<file path="src/rtl/snake_defs.sv">
// Shared PS/2 set-2 scan codes and the one-hot direction format used by the game logic.
package snake_defs;

  localparam int DIR_W     = 4;
  localparam int DIR_UP    = 0;
  localparam int DIR_DOWN  = 1;
  localparam int DIR_LEFT  = 2;
  localparam int DIR_RIGHT = 3;

  localparam logic [7:0] SC_EXT   = 8'hE0;
  localparam logic [7:0] SC_BRK   = 8'hF0;
  localparam logic [7:0] SC_UP    = 8'h75;
  localparam logic [7:0] SC_DOWN  = 8'h72;
  localparam logic [7:0] SC_LEFT  = 8'h6B;
  localparam logic [7:0] SC_RIGHT = 8'h74;

  // Zero for anything that is not an arrow make code.
  function automatic logic [DIR_W-1:0] dir_onehot(input logic [7:0] code);
    dir_onehot = '0;
    case (code)
      SC_UP:    dir_onehot[DIR_UP]    = 1'b1;
      SC_DOWN:  dir_onehot[DIR_DOWN]  = 1'b1;
      SC_LEFT:  dir_onehot[DIR_LEFT]  = 1'b1;
      SC_RIGHT: dir_onehot[DIR_RIGHT] = 1'b1;
      default:  dir_onehot = '0;
    endcase
  endfunction

endpackage

</file>
<file path="src/rtl/ps2_frame_rx.sv">
// PS/2 device-to-host frame receiver: synchroniser, clock glitch filter, frame FSM, timeout.
// state    | meaning
// S_IDLE   | waiting for a start bit (data 0 on a filtered fall)
// S_DATA   | shifting in 8 data bits, LSB first
// S_PARITY | capturing the odd-parity bit
// S_STOP   | checking stop bit and parity, then publishing byte or error
module ps2_frame_rx #(
  parameter int FILTER_LEN     = 8,
  parameter int TIMEOUT_CYCLES = 106470
) (
  input  logic       i_Clk,
  input  logic       i_Rst,
  input  logic       i_Ps2Clk,
  input  logic       i_Ps2Data,
  output logic [7:0] o_Byte,
  output logic       o_ByteValid,
  output logic       o_FrameErr
);

  localparam int FW = $clog2(FILTER_LEN + 1);
  localparam int TW = $clog2(TIMEOUT_CYCLES + 1);
  localparam logic [FW-1:0] FILT_LAST = FW'(FILTER_LEN - 1);
  localparam logic [TW-1:0] TO_LAST   = TW'(TIMEOUT_CYCLES - 1);

  localparam logic [1:0] S_IDLE   = 2'd0;
  localparam logic [1:0] S_DATA   = 2'd1;
  localparam logic [1:0] S_PARITY = 2'd2;
  localparam logic [1:0] S_STOP   = 2'd3;

  logic [1:0]    r_ClkSync;
  logic [1:0]    r_DatSync;
  logic          r_ClkFilt;
  logic [FW-1:0] r_FiltCnt;
  logic          r_Fall;
  logic [1:0]    r_State;
  logic [7:0]    r_Shift;
  logic [2:0]    r_BitCnt;
  logic          r_Parity;
  logic [TW-1:0] r_ToCnt;

  logic w_ClkS;
  logic w_DatS;
  logic w_Timeout;

  assign w_ClkS    = r_ClkSync[1];
  assign w_DatS    = r_DatSync[1];
  assign w_Timeout = (r_State != S_IDLE) && !r_Fall && (r_ToCnt == TO_LAST);

  always_ff @(posedge i_Clk) begin
    if (i_Rst) begin
      r_ClkSync <= 2'b11;
      r_DatSync <= 2'b11;
    end else begin
      r_ClkSync <= {r_ClkSync[0], i_Ps2Clk};
      r_DatSync <= {r_DatSync[0], i_Ps2Data};
    end
  end

  // The filter counts consecutive samples that disagree with the filtered level.
  always_ff @(posedge i_Clk) begin
    if (i_Rst) begin
      r_ClkFilt <= 1'b1;
      r_FiltCnt <= '0;
      r_Fall    <= 1'b0;
    end else begin
      r_Fall <= 1'b0;
      if (w_ClkS == r_ClkFilt) begin
        r_FiltCnt <= '0;
      end else if (r_FiltCnt == FILT_LAST) begin
        r_ClkFilt <= w_ClkS;
        r_FiltCnt <= '0;
        r_Fall    <= r_ClkFilt;
      end else begin
        r_FiltCnt <= r_FiltCnt + 1'b1;
      end
    end
  end

  // Counts cycles since the last fall, so the abort lands TIMEOUT_CYCLES after it.
  always_ff @(posedge i_Clk) begin
    if (i_Rst) begin
      r_ToCnt <= '0;
    end else if (r_Fall) begin
      r_ToCnt <= TW'(1);
    end else if (r_State == S_IDLE || w_Timeout) begin
      r_ToCnt <= '0;
    end else begin
      r_ToCnt <= r_ToCnt + 1'b1;
    end
  end

  always_ff @(posedge i_Clk) begin
    if (i_Rst) begin
      r_State     <= S_IDLE;
      r_Shift     <= '0;
      r_BitCnt    <= '0;
      r_Parity    <= 1'b0;
      o_Byte      <= '0;
      o_ByteValid <= 1'b0;
      o_FrameErr  <= 1'b0;
    end else begin
      o_ByteValid <= 1'b0;
      o_FrameErr  <= 1'b0;
      if (w_Timeout) begin
        o_FrameErr <= 1'b1;
        r_State    <= S_IDLE;
      end else if (r_Fall) begin
        case (r_State)
          S_IDLE: begin
            if (!w_DatS) begin
              r_State  <= S_DATA;
              r_BitCnt <= '0;
            end
          end
          S_DATA: begin
            r_Shift  <= {w_DatS, r_Shift[7:1]};
            r_BitCnt <= r_BitCnt + 1'b1;
            if (r_BitCnt == 3'd7) r_State <= S_PARITY;
          end
          S_PARITY: begin
            r_Parity <= w_DatS;
            r_State  <= S_STOP;
          end
          S_STOP: begin
            if (w_DatS && (^{r_Parity, r_Shift})) begin
              o_Byte      <= r_Shift;
              o_ByteValid <= 1'b1;
            end else begin
              o_FrameErr <= 1'b1;
            end
            r_State <= S_IDLE;
          end
          default: r_State <= S_IDLE;
        endcase
      end
    end
  end

endmodule

</file>
<file path="src/rtl/ps2_direction_receiver.sv">
// Decodes extended set-2 arrow make codes from a PS/2 keyboard into a sticky one-hot direction.
module ps2_direction_receiver
  import snake_defs::*;
#(
  parameter int FILTER_LEN     = 8,
  parameter int TIMEOUT_CYCLES = 106470
) (
  input  logic             i_Clk,
  input  logic             i_Rst,
  input  logic             i_Ps2Clk,
  input  logic             i_Ps2Data,
  output logic [7:0]       o_Byte,
  output logic             o_ByteValid,
  output logic             o_FrameErr,
  output logic [DIR_W-1:0] o_Direction,
  output logic             o_DirValid
);

  logic [7:0]       w_Byte;
  logic             w_ByteValid;
  logic             w_FrameErr;
  logic [DIR_W-1:0] w_DirCode;

  logic             r_Ext;
  logic             r_Brk;
  logic [DIR_W-1:0] r_Direction;
  logic             r_DirValid;

  ps2_frame_rx #(
    .FILTER_LEN     (FILTER_LEN),
    .TIMEOUT_CYCLES (TIMEOUT_CYCLES)
  ) u_frame_rx (
    .i_Clk       (i_Clk),
    .i_Rst       (i_Rst),
    .i_Ps2Clk    (i_Ps2Clk),
    .i_Ps2Data   (i_Ps2Data),
    .o_Byte      (w_Byte),
    .o_ByteValid (w_ByteValid),
    .o_FrameErr  (w_FrameErr)
  );

  assign w_DirCode = dir_onehot(w_Byte);

  always_ff @(posedge i_Clk) begin
    if (i_Rst) begin
      r_Ext       <= 1'b0;
      r_Brk       <= 1'b0;
      r_Direction <= '0;
      r_DirValid  <= 1'b0;
    end else begin
      r_DirValid <= 1'b0;
      if (w_FrameErr) begin
        r_Ext <= 1'b0;
        r_Brk <= 1'b0;
      end else if (w_ByteValid) begin
        if (w_Byte == SC_EXT) begin
          r_Ext <= 1'b1;
        end else if (w_Byte == SC_BRK) begin
          r_Brk <= 1'b1;
        end else begin
          // Only extended make codes steer; break and plain codes just consume the prefixes.
          if (r_Ext && !r_Brk && (w_DirCode != '0)) begin
            r_Direction <= w_DirCode;
            r_DirValid  <= 1'b1;
          end
          r_Ext <= 1'b0;
          r_Brk <= 1'b0;
        end
      end
    end
  end

  assign o_Byte      = w_Byte;
  assign o_ByteValid = w_ByteValid;
  assign o_FrameErr  = w_FrameErr;
  assign o_Direction = r_Direction;
  assign o_DirValid  = r_DirValid;

endmodule

</file>
<file path="config.mk">
export PLATFORM = sky130hd
export DESIGN_NAME = ps2_direction_receiver
export DESIGN_NICKNAME = d
export VERILOG_FILES = /design/src/rtl/snake_defs.sv /design/src/rtl/ps2_frame_rx.sv /design/src/rtl/ps2_direction_receiver.sv
export SDC_FILE = /design/constraint.sdc
export NUM_CORES = 1
export LEC_CHECK = 0
export BUFFER_PORTS_ARGS = -buffer_cell sky130_fd_sc_hd__buf_2
export CORE_ASPECT_RATIO = 0.5
export CORE_MARGIN = 2
export CORE_UTILIZATION = 45
export DETAILED_ROUTE_END_ITERATION = 10
export HOLD_SLACK_MARGIN = 0.1
export SETUP_SLACK_MARGIN = 0.1
export SLEW_MARGIN = 25
export SYNTH_ARGS = -nofsm -noshare
export SYNTH_HDL_FRONTEND = slang
export SYNTH_HIERARCHICAL = 1
export SYNTH_SLANG_ARGS = --single-unit
</file>
<file path="constraint.sdc">
create_clock -name i_Clk -period 2.1 [get_ports i_Clk]
set_clock_uncertainty 0.05 [all_clocks]
set_input_delay 0.21 -clock i_Clk [delete_from_list [all_inputs] [get_ports i_Clk]]
set_output_delay 0.21 -clock i_Clk [all_outputs]
set_load 0.03 [all_outputs]
</file>
==> metrics <==
Clk Latency, worst-skew pair 0.32 ns; RSZ-0062 raised after global routing no; critical path class reg2reg; Clock transition at path regs 0.05 ns; Top Ports 19; hpwl dp 3.73 mm; complex-gate fraction of the synthesized area 8.28%; Final period util 90.4%; Port Buffers 18; CP endpoint kind flip-flop; Tot Pwr 0.00257 W; FF+latch count, synth 58; Synth Cell Area 0.00269 mm²; crit path max fanout 16; DR vias 2122; pin count of the biggest net entering global routing 23; relative slew slack 65.5%; GRT Overall Usage 18.6%; Leakage Power 1.15 nW; power density over the cells 810 mW/mm²; XOR/XNOR share of the synthesized area 8.42%; Tmin final 1.90 ns; largest family of logic cells by synthesized area simple AND/OR/NAND/NOR gates; Adder-Cell Fraction of Synth Area 4.19%; Starting DRT DRC Count 104; antenna cells 0; Clock Sinks 58; drt first pass iters 4; Final Hold Violating Endpoints 0; Routed WL 5.25 mm; Synth Warn # 6; EDFF count, synth 0; Async SR Flop Fraction 0%; fmax 527 MHz; CTS root buf clkbuf_16; Seq/Total Area, Yosys 43.2%; Die X 113 µm; Post-CTS Setup Inserts 0; GP Congestion 0.802; Data required, critical path 2.25 ns; initial antenna violation count 0; library cells used by synthesis 47; fillers 522; CP Launch Type flip-flop; antenna viol nets, final 0; Gate Count Post-Synth 293; clk buf depth 2; Rows 19; TritonCTS Buffers 9; post-synthesis mux area share 4.93%; Initial Util 47.7%; first-pass GRT wire length 9.50 mm; share of cells above drive strength 1 14.9%; simple-gate share of the synthesized area 27.8%; MaxCap Viol Count 0; CTS tree yes; Worst Tran Pin Value 0.514 ns; arrival time at the worst endpoint 2.05 ns; final setup fails 0; Area Growth Syn to Fin 18.0%; Post-route DRC 0; top_reg_cell synth dfxtp_1; synthesized area per cell 9.18 µm²; vias in the first global route 2093; fin nets 332; run status completed; net count after synthesis 306; Setup TNS Final 0 ns; vias per inst 5.36; WL/cell 13.3 µm; Worst VDD drop 0.396 mV; Min-Delay Path Class in2reg; Die Span Y 58.7 µm; CTS H-Tree Depth 3; gr ovfl total 0; die area 0.00665 mm²; max-slew violation count 0; Core ar. 0.00563 mm²
repair_timing:
item / in CTS / in global routing
gates resized for setup: 0 / 1
endpoints found under the hold margin: 2 / 0
hold buffers: 2 / 0
endpoints found under the setup margin: 0 / 1
worst max-delay path, stage by stage (launching register included):
cell,delay [ns]
dfxtp_1,0.34
or4b_1,0.52
or4_4,0.53
nand2b_1,0.15
buf_12,0.15
a21oi_1,0.04
placed cells by master, fill, tap and decap left out, drive strengths merged, types with 4 or more instances in the layout:
cell / synthesis / layout
inv: 5 / 5
nand2: 42 / 42
or4: 6 / 6
nand3b: 8 / 8
buf: 2 / 24
a21oi: 20 / 20
mux2i: 12 / 12
or2: 4 / 4
ha: 9 / 9
xor2: 10 / 10
xnor2: 8 / 8
nand2b: 4 / 4
dfxtp: 58 / 58
clkbuf: 9 / 12
nor2: 26 / 26
o21ai: 5 / 5
nand3: 17 / 17
nand4: 8 / 8
sequential cells by signal, indices dropped and copies added (netlist names):
| register | flops |
|---|---|
| u_frame_rx/r_ClkSync | 2 |
| r_Ext | 1 |
| u_frame_rx/o_FrameErr | 1 |
| u_frame_rx/r_ClkFilt | 1 |
| u_frame_rx/o_ByteValid | 1 |
| u_frame_rx/r_DatSync | 2 |
| u_frame_rx/r_FiltCnt | 4 |
| u_frame_rx/o_Byte | 8 |
| u_frame_rx/r_BitCnt | 3 |
| r_Brk | 1 |
| u_frame_rx/r_ToCnt | 17 |
| u_frame_rx/r_Fall | 1 |
| o_DirValid | 1 |
| u_frame_rx/r_Shift | 8 |
| u_frame_rx/r_Parity | 1 |
| u_frame_rx/r_State | 2 |
| o_Direction | 4 |
logic make-up after synthesis:
logic type                 count (synthesis)
buffers and inverters                     17
and+or+nand+nor                          139
AOI/OAI and AO/OA                         37
DFF                                       58
adders and majority gates                  9
muxes                                     12
xor gates and xnor gates                  21
per-layer routing:
layer	up-vias	GRT usage, %	routed length (µm)
li1	1094	-	-
met1	995	22.3	2550
met2	29	30.4	2450
met3	4	7.62	222
met4	0	7.84	32
met5	-	0	0
layout make-up:
class                           instances  area [µm²]  area share, %
Sequential cell                        58        1160           36.6
Tap cell                               73        91.3           2.88
Timing Repair Buffer                   26         168           5.28
Clock inverter                          3        40.0           1.26
Clock buffer                           12         246           7.76
Inverter                                6        22.5          0.709
Multi-Input combinational cell        218        1450           45.5
cell usage after synthesis (2+ instances only):
master	n	area, µm²
a21oi_1	20	100
a32oi_1	2	17.5
and3_1	3	18.8
and4_1	2	17.5
clkbuf_1	9	33.8
dfxtp_1	58	1160
ha_1	9	113
inv_1	5	18.8
mux2i_1	11	110
nand2_1	42	158
nand2b_1	4	25.0
nand3_1	17	85.1
nand3b_1	8	60.1
nand4_1	8	50.1
nor2_1	26	97.6
nor4_1	2	12.5
nor4b_1	2	17.5
o211ai_1	3	22.5
o21ai_0	4	20.0
o31ai_1	3	22.5
or2_2	4	25.0
or3_1	3	18.8
or4_1	5	37.5
or4b_1	3	30.0
xnor2_1	8	70.1
xnor3_1	2	45.0
xor2_1	10	87.6
path summary, 6_finish.rpt:
check                                                        start                                  to  slack, ns  cells past startpoint
worst max-delay path              u_frame_rx/r_ToCnt[4]$_SDFF_PP0_   u_frame_rx/r_ToCnt[16]$_SDFF_PP0_       0.20                      5
worst min-delay path                                         i_Rst    u_frame_rx/r_ToCnt[0]$_SDFF_PP0_       0.23                      2
worst max register to register    u_frame_rx/r_ToCnt[4]$_SDFF_PP0_   u_frame_rx/r_ToCnt[16]$_SDFF_PP0_       0.20                      5
worst min register to register  u_frame_rx/r_ClkSync[0]$_SDFF_PP1_  u_frame_rx/r_ClkSync[1]$_SDFF_PP1_       0.35                      1
power breakdown:
part | internal (W) | switching [W] | total (W)
registers | 0.00111 | 0.00000636 | 0.00112
logic | 0.0000214 | 0.0000378 | 0.0000592
clock network | 0.000937 | 0.000457 | 0.00139
metrics by stage:
stage | instances | area [µm²] | utilization, % | setup slack [ns] | hold slack (ns)
3_3_place_gp | 379 | 2860 | 50.8 | 0.232 | 0.342
6_report | 396 | 3180 | 56.4 | 0.201 | 0.232
5_1_grt | 396 | 3180 | 56.4 | 0.108 | 0.237
3_5_place_dp | 379 | 2860 | 50.8 | 0.190 | 0.344
2_1_floorplan | 293 | 2690 | - | 0.250 | 0.264
4_1_cts | 396 | 3170 | 56.3 | 0.179 | 0.220
No activity file was read; power rests on OpenSTA's default activity.
